--- config.mk ---
export PLATFORM = sky130hd
export DESIGN_NAME = pin_wiggler_gen
export DESIGN_NICKNAME = d
export VERILOG_FILES = /design/src/rtl/pin_wiggler_pkg.sv /design/src/rtl/wiggler_prescaler.sv /design/src/rtl/pin_wiggler_gen.sv
export SDC_FILE = /design/constraint.sdc
export NUM_CORES = 1
export LEC_CHECK = 0
export ABC_AREA = 1
export BUFFER_PORTS_ARGS = -buffer_cell sky130_fd_sc_hd__buf_2
export CAP_MARGIN = 40
export CORE_UTILIZATION = 30
export DETAILED_ROUTE_END_ITERATION = 10
export SYNTH_ARGS = -nofsm -noshare
export SYNTH_HDL_FRONTEND = slang
export SYNTH_SLANG_ARGS = --single-unit
--- constraint.sdc ---
create_clock -name clk -period 2.4 [get_ports clk]
set_input_delay 0.48 -clock clk [delete_from_list [all_inputs] [get_ports clk]]
set_output_delay 0.48 -clock clk [all_outputs]
set_load 0.01 [all_outputs]
--- src/rtl/pin_wiggler_pkg.sv ---
// Shared mode encodings and sequencing phase type for the pin wiggler generator.
package pin_wiggler_pkg;

  typedef logic [1:0] mode_t;

  localparam mode_t MODE_BIN_UP   = 2'd0;
  localparam mode_t MODE_BIN_DOWN = 2'd1;
  localparam mode_t MODE_GRAY     = 2'd2;
  localparam mode_t MODE_WALK     = 2'd3;

  typedef enum logic {
    PH_RUN    = 1'b0,
    PH_REINIT = 1'b1
  } phase_e;

endpackage

--- src/rtl/wiggler_prescaler.sv ---
// Step-rate prescaler: a step fires every prescale+1 enabled cycles.
// The >= compare lets a shrinking prescale take effect without a stall.
module wiggler_prescaler
  import pin_wiggler_pkg::*;
#(
  parameter int PRESCALE_W = 8
) (
  input  logic                  clk,
  input  logic                  reset,
  input  logic                  enable,
  input  logic [PRESCALE_W-1:0] prescale,
  input  logic                  clear,
  output logic                  step
);

  localparam logic [PRESCALE_W-1:0] PRE_ONE = {{(PRESCALE_W-1){1'b0}}, 1'b1};

  logic [PRESCALE_W-1:0] pre_cnt_q, pre_cnt_d;
  logic                  hit;

  always_comb begin
    hit       = (pre_cnt_q >= prescale);
    step      = enable & hit;
    pre_cnt_d = pre_cnt_q;
    if (clear) begin
      pre_cnt_d = '0;
    end else if (enable) begin
      pre_cnt_d = hit ? '0 : pre_cnt_q + PRE_ONE;
    end
  end

  always_ff @(posedge clk) begin
    if (reset) begin
      pre_cnt_q <= '0;
    end else begin
      pre_cnt_q <= pre_cnt_d;
    end
  end

endmodule

--- src/rtl/pin_wiggler_gen.sv ---
// Parametrised pin pattern generator (binary up/down, Gray, walking-one) with prescaled stepping.
// Optional macro WIGGLER_PRESET_EN adds load_valid/load_value for presetting the count.
//
// phase     | meaning
// PH_RUN    | normal operation, mode_ready=1, steps allowed
// PH_REINIT | cycle after a mode acceptance, mode_ready=0, no step
module pin_wiggler_gen
  import pin_wiggler_pkg::*;
#(
  parameter int WIDTH      = 16,
  parameter int PRESCALE_W = 8
) (
  input  logic                  clk,
  input  logic                  reset,
  input  logic                  enable,
  input  logic [PRESCALE_W-1:0] prescale,
  input  logic [1:0]            mode,
  input  logic                  mode_valid,
  output logic                  mode_ready,
  output logic [WIDTH-1:0]      pins,
  output logic                  tick,
  output logic                  wrap,
  output logic                  led
`ifdef WIGGLER_PRESET_EN
  ,
  input  logic                  load_valid,
  input  logic [WIDTH-1:0]      load_value
`endif
);

  localparam logic [WIDTH-1:0] ONE = {{(WIDTH-1){1'b0}}, 1'b1};

  phase_e           phase_q, phase_d;
  mode_t            cur_mode_q, cur_mode_d;
  logic [WIDTH-1:0] cnt_q, cnt_d;
  logic [WIDTH-1:0] pins_q, pins_d;
  logic             tick_q, tick_d;
  logic             wrap_q, wrap_d;
  logic             led_q, led_d;
  logic             mode_ready_q, mode_ready_d;

  logic             accept, reinit, load_req, do_load, do_step, clear, step;
  logic [WIDTH-1:0] load_cnt;
  logic [WIDTH-1:0] step_cnt;
  logic             step_wraps;

  function automatic logic [WIDTH-1:0] pattern_of(input mode_t m, input logic [WIDTH-1:0] c);
    return (m == MODE_GRAY) ? (c ^ (c >> 1)) : c;
  endfunction

`ifdef WIGGLER_PRESET_EN
  assign load_req = load_valid;
  assign load_cnt = load_value;
`else
  assign load_req = 1'b0;
  assign load_cnt = '0;
`endif

  assign accept  = mode_valid & mode_ready_q;
  assign reinit  = (phase_q == PH_REINIT);
  assign do_load = load_req & ~accept;
  assign do_step = step & ~accept & ~reinit & ~do_load;
  assign clear   = accept | reinit | do_load;

  wiggler_prescaler #(.PRESCALE_W(PRESCALE_W)) u_prescaler (
    .clk      (clk),
    .reset    (reset),
    .enable   (enable),
    .prescale (prescale),
    .clear    (clear),
    .step     (step)
  );

  always_comb begin
    step_cnt   = cnt_q + ONE;
    step_wraps = &cnt_q;
    case (cur_mode_q)
      MODE_BIN_DOWN: begin
        step_cnt   = cnt_q - ONE;
        step_wraps = (cnt_q == '0);
      end
      MODE_WALK: begin
        step_cnt   = {cnt_q[WIDTH-2:0], cnt_q[WIDTH-1]};
        step_wraps = cnt_q[WIDTH-1];
      end
      default: ;
    endcase
  end

  always_comb begin
    phase_d      = PH_RUN;
    mode_ready_d = 1'b1;
    cur_mode_d   = cur_mode_q;
    cnt_d        = cnt_q;
    tick_d       = 1'b0;
    wrap_d       = 1'b0;
    if (accept) begin
      phase_d      = PH_REINIT;
      mode_ready_d = 1'b0;
      cur_mode_d   = mode;
      cnt_d        = (mode == MODE_WALK) ? ONE : '0;
    end else if (do_load) begin
      cnt_d = load_cnt;
    end else if (do_step) begin
      cnt_d  = step_cnt;
      tick_d = 1'b1;
      wrap_d = step_wraps;
    end
    pins_d = pattern_of(cur_mode_d, cnt_d);
    led_d  = led_q ^ wrap_d;
  end

  always_ff @(posedge clk) begin
    if (reset) begin
      phase_q      <= PH_RUN;
      cur_mode_q   <= MODE_BIN_UP;
      cnt_q        <= '0;
      pins_q       <= '0;
      tick_q       <= 1'b0;
      wrap_q       <= 1'b0;
      led_q        <= 1'b0;
      mode_ready_q <= 1'b1;
    end else begin
      phase_q      <= phase_d;
      cur_mode_q   <= cur_mode_d;
      cnt_q        <= cnt_d;
      pins_q       <= pins_d;
      tick_q       <= tick_d;
      wrap_q       <= wrap_d;
      led_q        <= led_d;
      mode_ready_q <= mode_ready_d;
    end
  end

  assign mode_ready = mode_ready_q;
  assign pins       = pins_q;
  assign tick       = tick_q;
  assign wrap       = wrap_q;
  assign led        = led_q;

endmodule

Word-level counts from Yosys, hierarchy flattened
Cells that the tools add are included.
{"block": "word_totals", "ff_bits": 47, "latch_bits": 0, "ram_bits": 0, "mem_bits_ro": 0, "output_inout_bits": 20, "n_memories": 0}
{"block": "classes", "addsub": 3, "mul": 0, "n_div": 0, "order_cmp": 1, "n_eq_ne": 4, "shift": 0, "muxes": 13, "bitwise_logic": 9, "n_reduce_logical": 4}
{"operator": "$mux 16", "count": 3}
{"operator": "$pmux 16 s2", "count": 1}
{"operator": "$add 16x1->16 const B", "count": 1}
{"operator": "$logic_not 16->1", "count": 1}
{"operator": "$reduce_and 16->1", "count": 1}
{"operator": "$sub 16x1->16 const B", "count": 1}
{"operator": "$xor 16x15->16", "count": 1}
{"operator": "$add 8x1->8 const B", "count": 1}
{"operator": "$ge 8x8->1", "count": 1}
{"operator": "$mux 8", "count": 1}
{"operator": "$eq 2x2->1 const B", "count": 3}
{"operator": "$mux 1", "count": 6}
{"operator": "$and 1x1->1", "count": 4}
{"operator": "$reduce_or 2->1", "count": 2}
{"operator": "$eq 2x1->1 const B", "count": 1}
{"operator": "$mux 2", "count": 1}
{"operator": "$not 1->1", "count": 2}
{"operator": "$pmux 1 s2", "count": 1}
{"operator": "$or 1x1->1", "count": 1}
{"operator": "$xor 1x1->1", "count": 1}

Depth between registers and ports, before layout
{"block": "logic_depth", "depth_word": 8, "mapped_depth": 21}

Hierarchy
Synthesis repeated with hierarchy kept, for this count alone.
{"block": "unflattened", "hier_cells": 545, "hier_area_um2": 3278.1}
{"mod": "pin_wiggler_gen", "instances": 1, "cells_each": 467, "area_each_um2": 2686.3}
{"mod": "wiggler_prescaler", "instances": 1, "cells_each": 78, "area_each_um2": 591.8}

Worst setup path before layout
No wires, ideal clock.
{"block": "synth_timing", "path_type": "input -> register", "startpoint": "input port prescale[7]", "endpoint": "register pins_q[2] (netlist: pins[2])", "setup_ps": 119, "arrival_time_ps": 2077, "path_slack_ps": 204, "stages": 12, "path_buffers": 1, "path_cell_list": "inv_1 -> ha_1 -> a21oi_1 -> o21a_1 -> nand3_1 -> nand3_1 -> clkbuf_1 -> nor2_1 -> nor2_1 -> nand2_1 -> o21ai_0 -> a21oi_1"}
{"block": "synth_via", "elab_chain_len": 8}
{"element": "start, declared", "line": "pin_wiggler_gen.sv:16", "text": "input logic [PRESCALE_W-1:0] prescale,"}
{"element": "$ge 8x8->1 *", "line": "wiggler_prescaler.sv:22", "text": "hit = (pre_cnt_q >= prescale);"}
{"element": "$and 1x1->1 *", "line": "wiggler_prescaler.sv:23", "text": "step = enable & hit;"}
{"element": "$and 1x1->1 * (2 in a row)", "line": "pin_wiggler_gen.sv:62", "text": "assign do_step = step & ~accept & ~reinit & ~do_load;"}
{"element": "$mux 16 *", "line": "pin_wiggler_gen.sv:104", "text": "end else if (do_step) begin"}
{"element": "$mux 16 *", "line": "pin_wiggler_gen.sv:97", "text": "if (accept) begin"}
{"element": "$xor 16x15->16", "line": "pin_wiggler_gen.sv:48", "text": "return (m == MODE_GRAY) ? (c ^ (c >> 1)) : c;"}
{"element": "$mux 16 *", "line": "pin_wiggler_gen.sv:48"}
{"element": "end signal, assigned", "line": "pin_wiggler_gen.sv:127", "text": "pins_q <= pins_d;"}
{"element": "end, declared", "line": "pin_wiggler_gen.sv:36", "text": "logic [WIDTH-1:0] pins_q, pins_d;"}
Mark *: on every way between the ends. The rest lies on a longest branch, timed or not.
A chain may end at the register's enable or synchronous reset.

Final worst setup path
{"block": "layout_timing", "startpoint": "register cur_mode_q[0]", "endpoint": "register pins_q[9] (netlist: pins[9])"}
{"block": "layout_via", "elab_chain_len": 6, "word_cells_on_any_way": 9, "classes_between": "eq/ne (3); mux (5); bitwise (1)"}
{"element": "start, declared", "line": "pin_wiggler_gen.sv:34", "text": "mode_t cur_mode_q, cur_mode_d;"}
{"element": "start signal, assigned", "line": "pin_wiggler_gen.sv:125", "text": "cur_mode_q <= cur_mode_d;"}
{"element": "$eq 2x2->1 / $eq 2x1->1 (equally long branches)", "line": "pin_wiggler_gen.sv:77", "text": "case (cur_mode_q)"}
{"element": "$pmux 16 s2", "line": "pin_wiggler_gen.sv:77"}
{"element": "$mux 16", "line": "pin_wiggler_gen.sv:104"}
{"element": "$mux 16", "line": "pin_wiggler_gen.sv:97"}
{"element": "$xor 16x15->16", "line": "pin_wiggler_gen.sv:48"}
{"element": "$mux 16 *", "line": "pin_wiggler_gen.sv:48"}
Marks and branches as above.

==> results.cfg <==
[outcome]
outcome = complete, no violations

[synthesis]
seq_area_frac_synth_pct = 28.20
synth_simple_gate_area_share_pct = 44.06
yosys.area_share.adder_pct = 3.831
syn_nets = 565
synth_cell_types = 39
synth_top_family_by_area = simple AND/OR/NAND/NOR gates
ys_warn_count = 0
synth_mux_area_share_pct = 0
synth_xor_area_share_pct = 2.682
synth-seq-cells = 46
avgSynthCellArea_um2 = 6.036
netlist_area_um2 = 3266
synth_compound_area_share_pct = 10.27
syn_inst = 541

[drt]
vias = 3515
routedWlPerCell_um = 12.76
first_iter_violations = 189
antenna_left = 0
vias_per_cell = 4.909
finalWirelength_um = 9139
drt_drc_violations_left = 0
first_pass_iters = 6

[power]
power_density_nw_per_um2 = 405.7
power_uw = 1516
power.leakage_uw = 0.001860
ir_worst_vdd_mv = 0.2710

[critical_path]
setup.worst_path.end_class = register
crit_type = reg -> reg
cp_data_required_time_ns = 2.60
startpoint_type = register
worst-path-max-fanout = 15
arrival_ns = 2.35

[global_route]
overflow = 0
grt_max_degree = 26
grt_antenna_before_repair = 0
grt_pass1_vias = 3304
track_usage_pct = 17.28
grt_pass1_wl_um = 15700

[sta]
timing.final.crit_period_ns = 2.144
rsz0062_at_grt = false
slew_viol_final = 0
slew_headroom_pct = 65.57
min_period_over_period_pct = 89.31
setup_viol = 0
fin_hold_ws_ns = 0.4941
finClkSkew_ns = 0.005171
finalHoldViolations = 0
tightest_slew_ns = 0.5133
fmax_mhz = 466.5

[die]
rows = 37
io_pins = 34
die_height_um = 106.3
initial_utilization_pct = 31.35
die_area_um2 = 11310
coreArea_um2 = 10420
die_w_um = 106.3

[clock_network]
worstSkewPairLatency_ns = 0.30
max-clock-path-buffers = 2
hold_buffers = 0
post-cts-setup-buffers = 0
cts_sinks = 46
cts_tree = done
htreeDepth = 2
clk_pin_slew_ns = 0.08
cts_resized = 0
cts_buffers = 5
cts_root_buffer = clkbuf_8

[placed_design]
numPortBuffers = 33
gp_congestion = 0.9141
hpwl_um = 7196

[cells_and_area]
n_fill_cell = 1148
area_delta_synth_final_pct = 14.44
num-nets-final = 603
drive_gt1_share_pct = 14.31
diodes = 0

[worst_hold_path]
hold_path.class = in -> reg

[flow_run]
cap_violations = 0
## through the flow
stage	utilization, %	setup TNS, ns	setup slack, ns	instances	cell area [um2]
CTS	35.74	0	0.1865	716	3722
global route	35.88	0	0.003169	716	3737
detailed placement	34.82	-0.01855	-0.01666	708	3627
finish	35.88	0	0.2565	716	3737
floorplan	-	0	0.2037	541	3266
global placement	34.82	-0.006489	-0.006489	708	3627
## kinds of logic after synthesis
| group | count (synthesis) |
|---|---|
| AOI/OAI and AO/OA | 60 |
| xor gates and xnor gates | 10 |
| adders and majority gates | 10 |
| buffers and inverters | 87 |
| DFF | 46 |
| and+or+nand+nor | 328 |
## cells in the final DEF, fill, tap and decap left out, drive strengths merged, types with 2 or more instances in the layout
master / synthesis / routed
o21a: 2 / 2
dfxtp: 46 / 46
nand3: 69 / 69
xnor2: 4 / 4
nor2: 56 / 56
a21boi: 3 / 3
nand4: 9 / 9
o21ai: 19 / 19
nor3: 6 / 6
inv: 68 / 68
nor4: 3 / 3
nand2: 181 / 181
clkbuf: 7 / 6
a21oi: 31 / 31
ha: 10 / 10
xor2: 6 / 6
clkinv: 3 / 4
buf: 9 / 47
## layer usage
| metal | part of all wire, % | global-route usage [%] | wire (um) |
|---|---|---|---|
| met3 | 4.5 | 2.085 | 409 |
| met4 | 1.8 | 5.655 | 163 |
| met5 | 0 | 0 | 0 |
| met2 | 45 | 28.11 | 4105 |
| met1 | 49 | 23.56 | 4462 |
## sequential cells by signal, summed over array words and instances, names as in the netlist, 2 cells and up
register and flops:
cnt_q 16, pins 15, cur_mode_q 2, u_prescaler.pre_cnt_q 8
## where the power goes
part           switching [uW]  total, uW  internal, uW
clock network             267        499           232
logic                     160        240          80.4
registers                6.63        777           770
total                     433       1520          1080
## cell usage after synthesis
library cell	count	share of area, %
a21boi_0	1	0.23
a21boi_1	1	0.23
a21boi_2	1	0.34
a21oi_1	29	4.4
a21oi_2	2	0.54
a31oi_1	1	0.19
and2_1	1	0.19
and3b_1	1	0.27
buf_2	4	0.61
buf_4	3	0.69
buf_6	2	0.69
clkbuf_1	7	0.80
clkinv_1	3	0.34
dfxtp_1	46	28
ha_1	10	3.8
inv_1	65	7.5
inv_2	3	0.34
nand2_1	170	20
nand2_2	8	1.5
nand2_4	3	1.0
nand3_1	68	10
nand3_2	1	0.31
nand3b_1	1	0.23
nand4_1	9	1.7
nor2_1	51	5.9
nor2_2	3	0.57
nor2_4	2	0.69
nor3_1	6	0.92
nor4_1	3	0.57
o211ai_1	1	0.23
o21a_1	2	0.46
o21ai_0	16	2.5
o21ai_1	3	0.46
o221ai_1	1	0.27
o22ai_1	1	0.19
o31ai_1	1	0.23
or2_1	1	0.19
xnor2_1	4	1.1
xor2_1	6	1.6
## final timing paths
path / cells past startpoint / start / slack, ns / endpoint
worst max register to register: 18 / cur_mode_q[0] / 0.26 / pins[9]
worst max-delay path: 18 / cur_mode_q[0] / 0.26 / pins[9]
worst min register to register: 2 / u_prescaler.pre_cnt_q[0] / 0.50 / u_prescaler.pre_cnt_q[0]
worst min-delay path: 3 / enable / 0.49 / u_prescaler.pre_cnt_q[0]
## critical path, cell delays in order, from the launching register on
cell     delay (ns)
dfxtp_2        0.37
inv_2          0.06
nor2_4         0.08
buf_4          0.21
nand2_1        0.07
nand2_1        0.19
nand2_1        0.12
nor2_1         0.15
nand2_1        0.09
nand2_1        0.06
nand2_1        0.04
nand3_1        0.12
nand2_1        0.07
nand2_1        0.08
nand2_1        0.09
nand2_1        0.09
nand2_1        0.06
nand2_1        0.06
inv_1          0.03
## area by class of cell
cell class / instances / area [um2] / area share, %
clock inverter: 2 / 12.51 / 0.3348
sequential: 46 / 923.4 / 24.71
inverter: 71 / 266.5 / 7.131
clock buffer: 6 / 82.58 / 2.210
tap: 136 / 170.2 / 4.553
multi-input combinational: 408 / 1999 / 53.50
timing repair buffer: 47 / 282.8 / 7.566
Power figures use the tool's default switching activity.
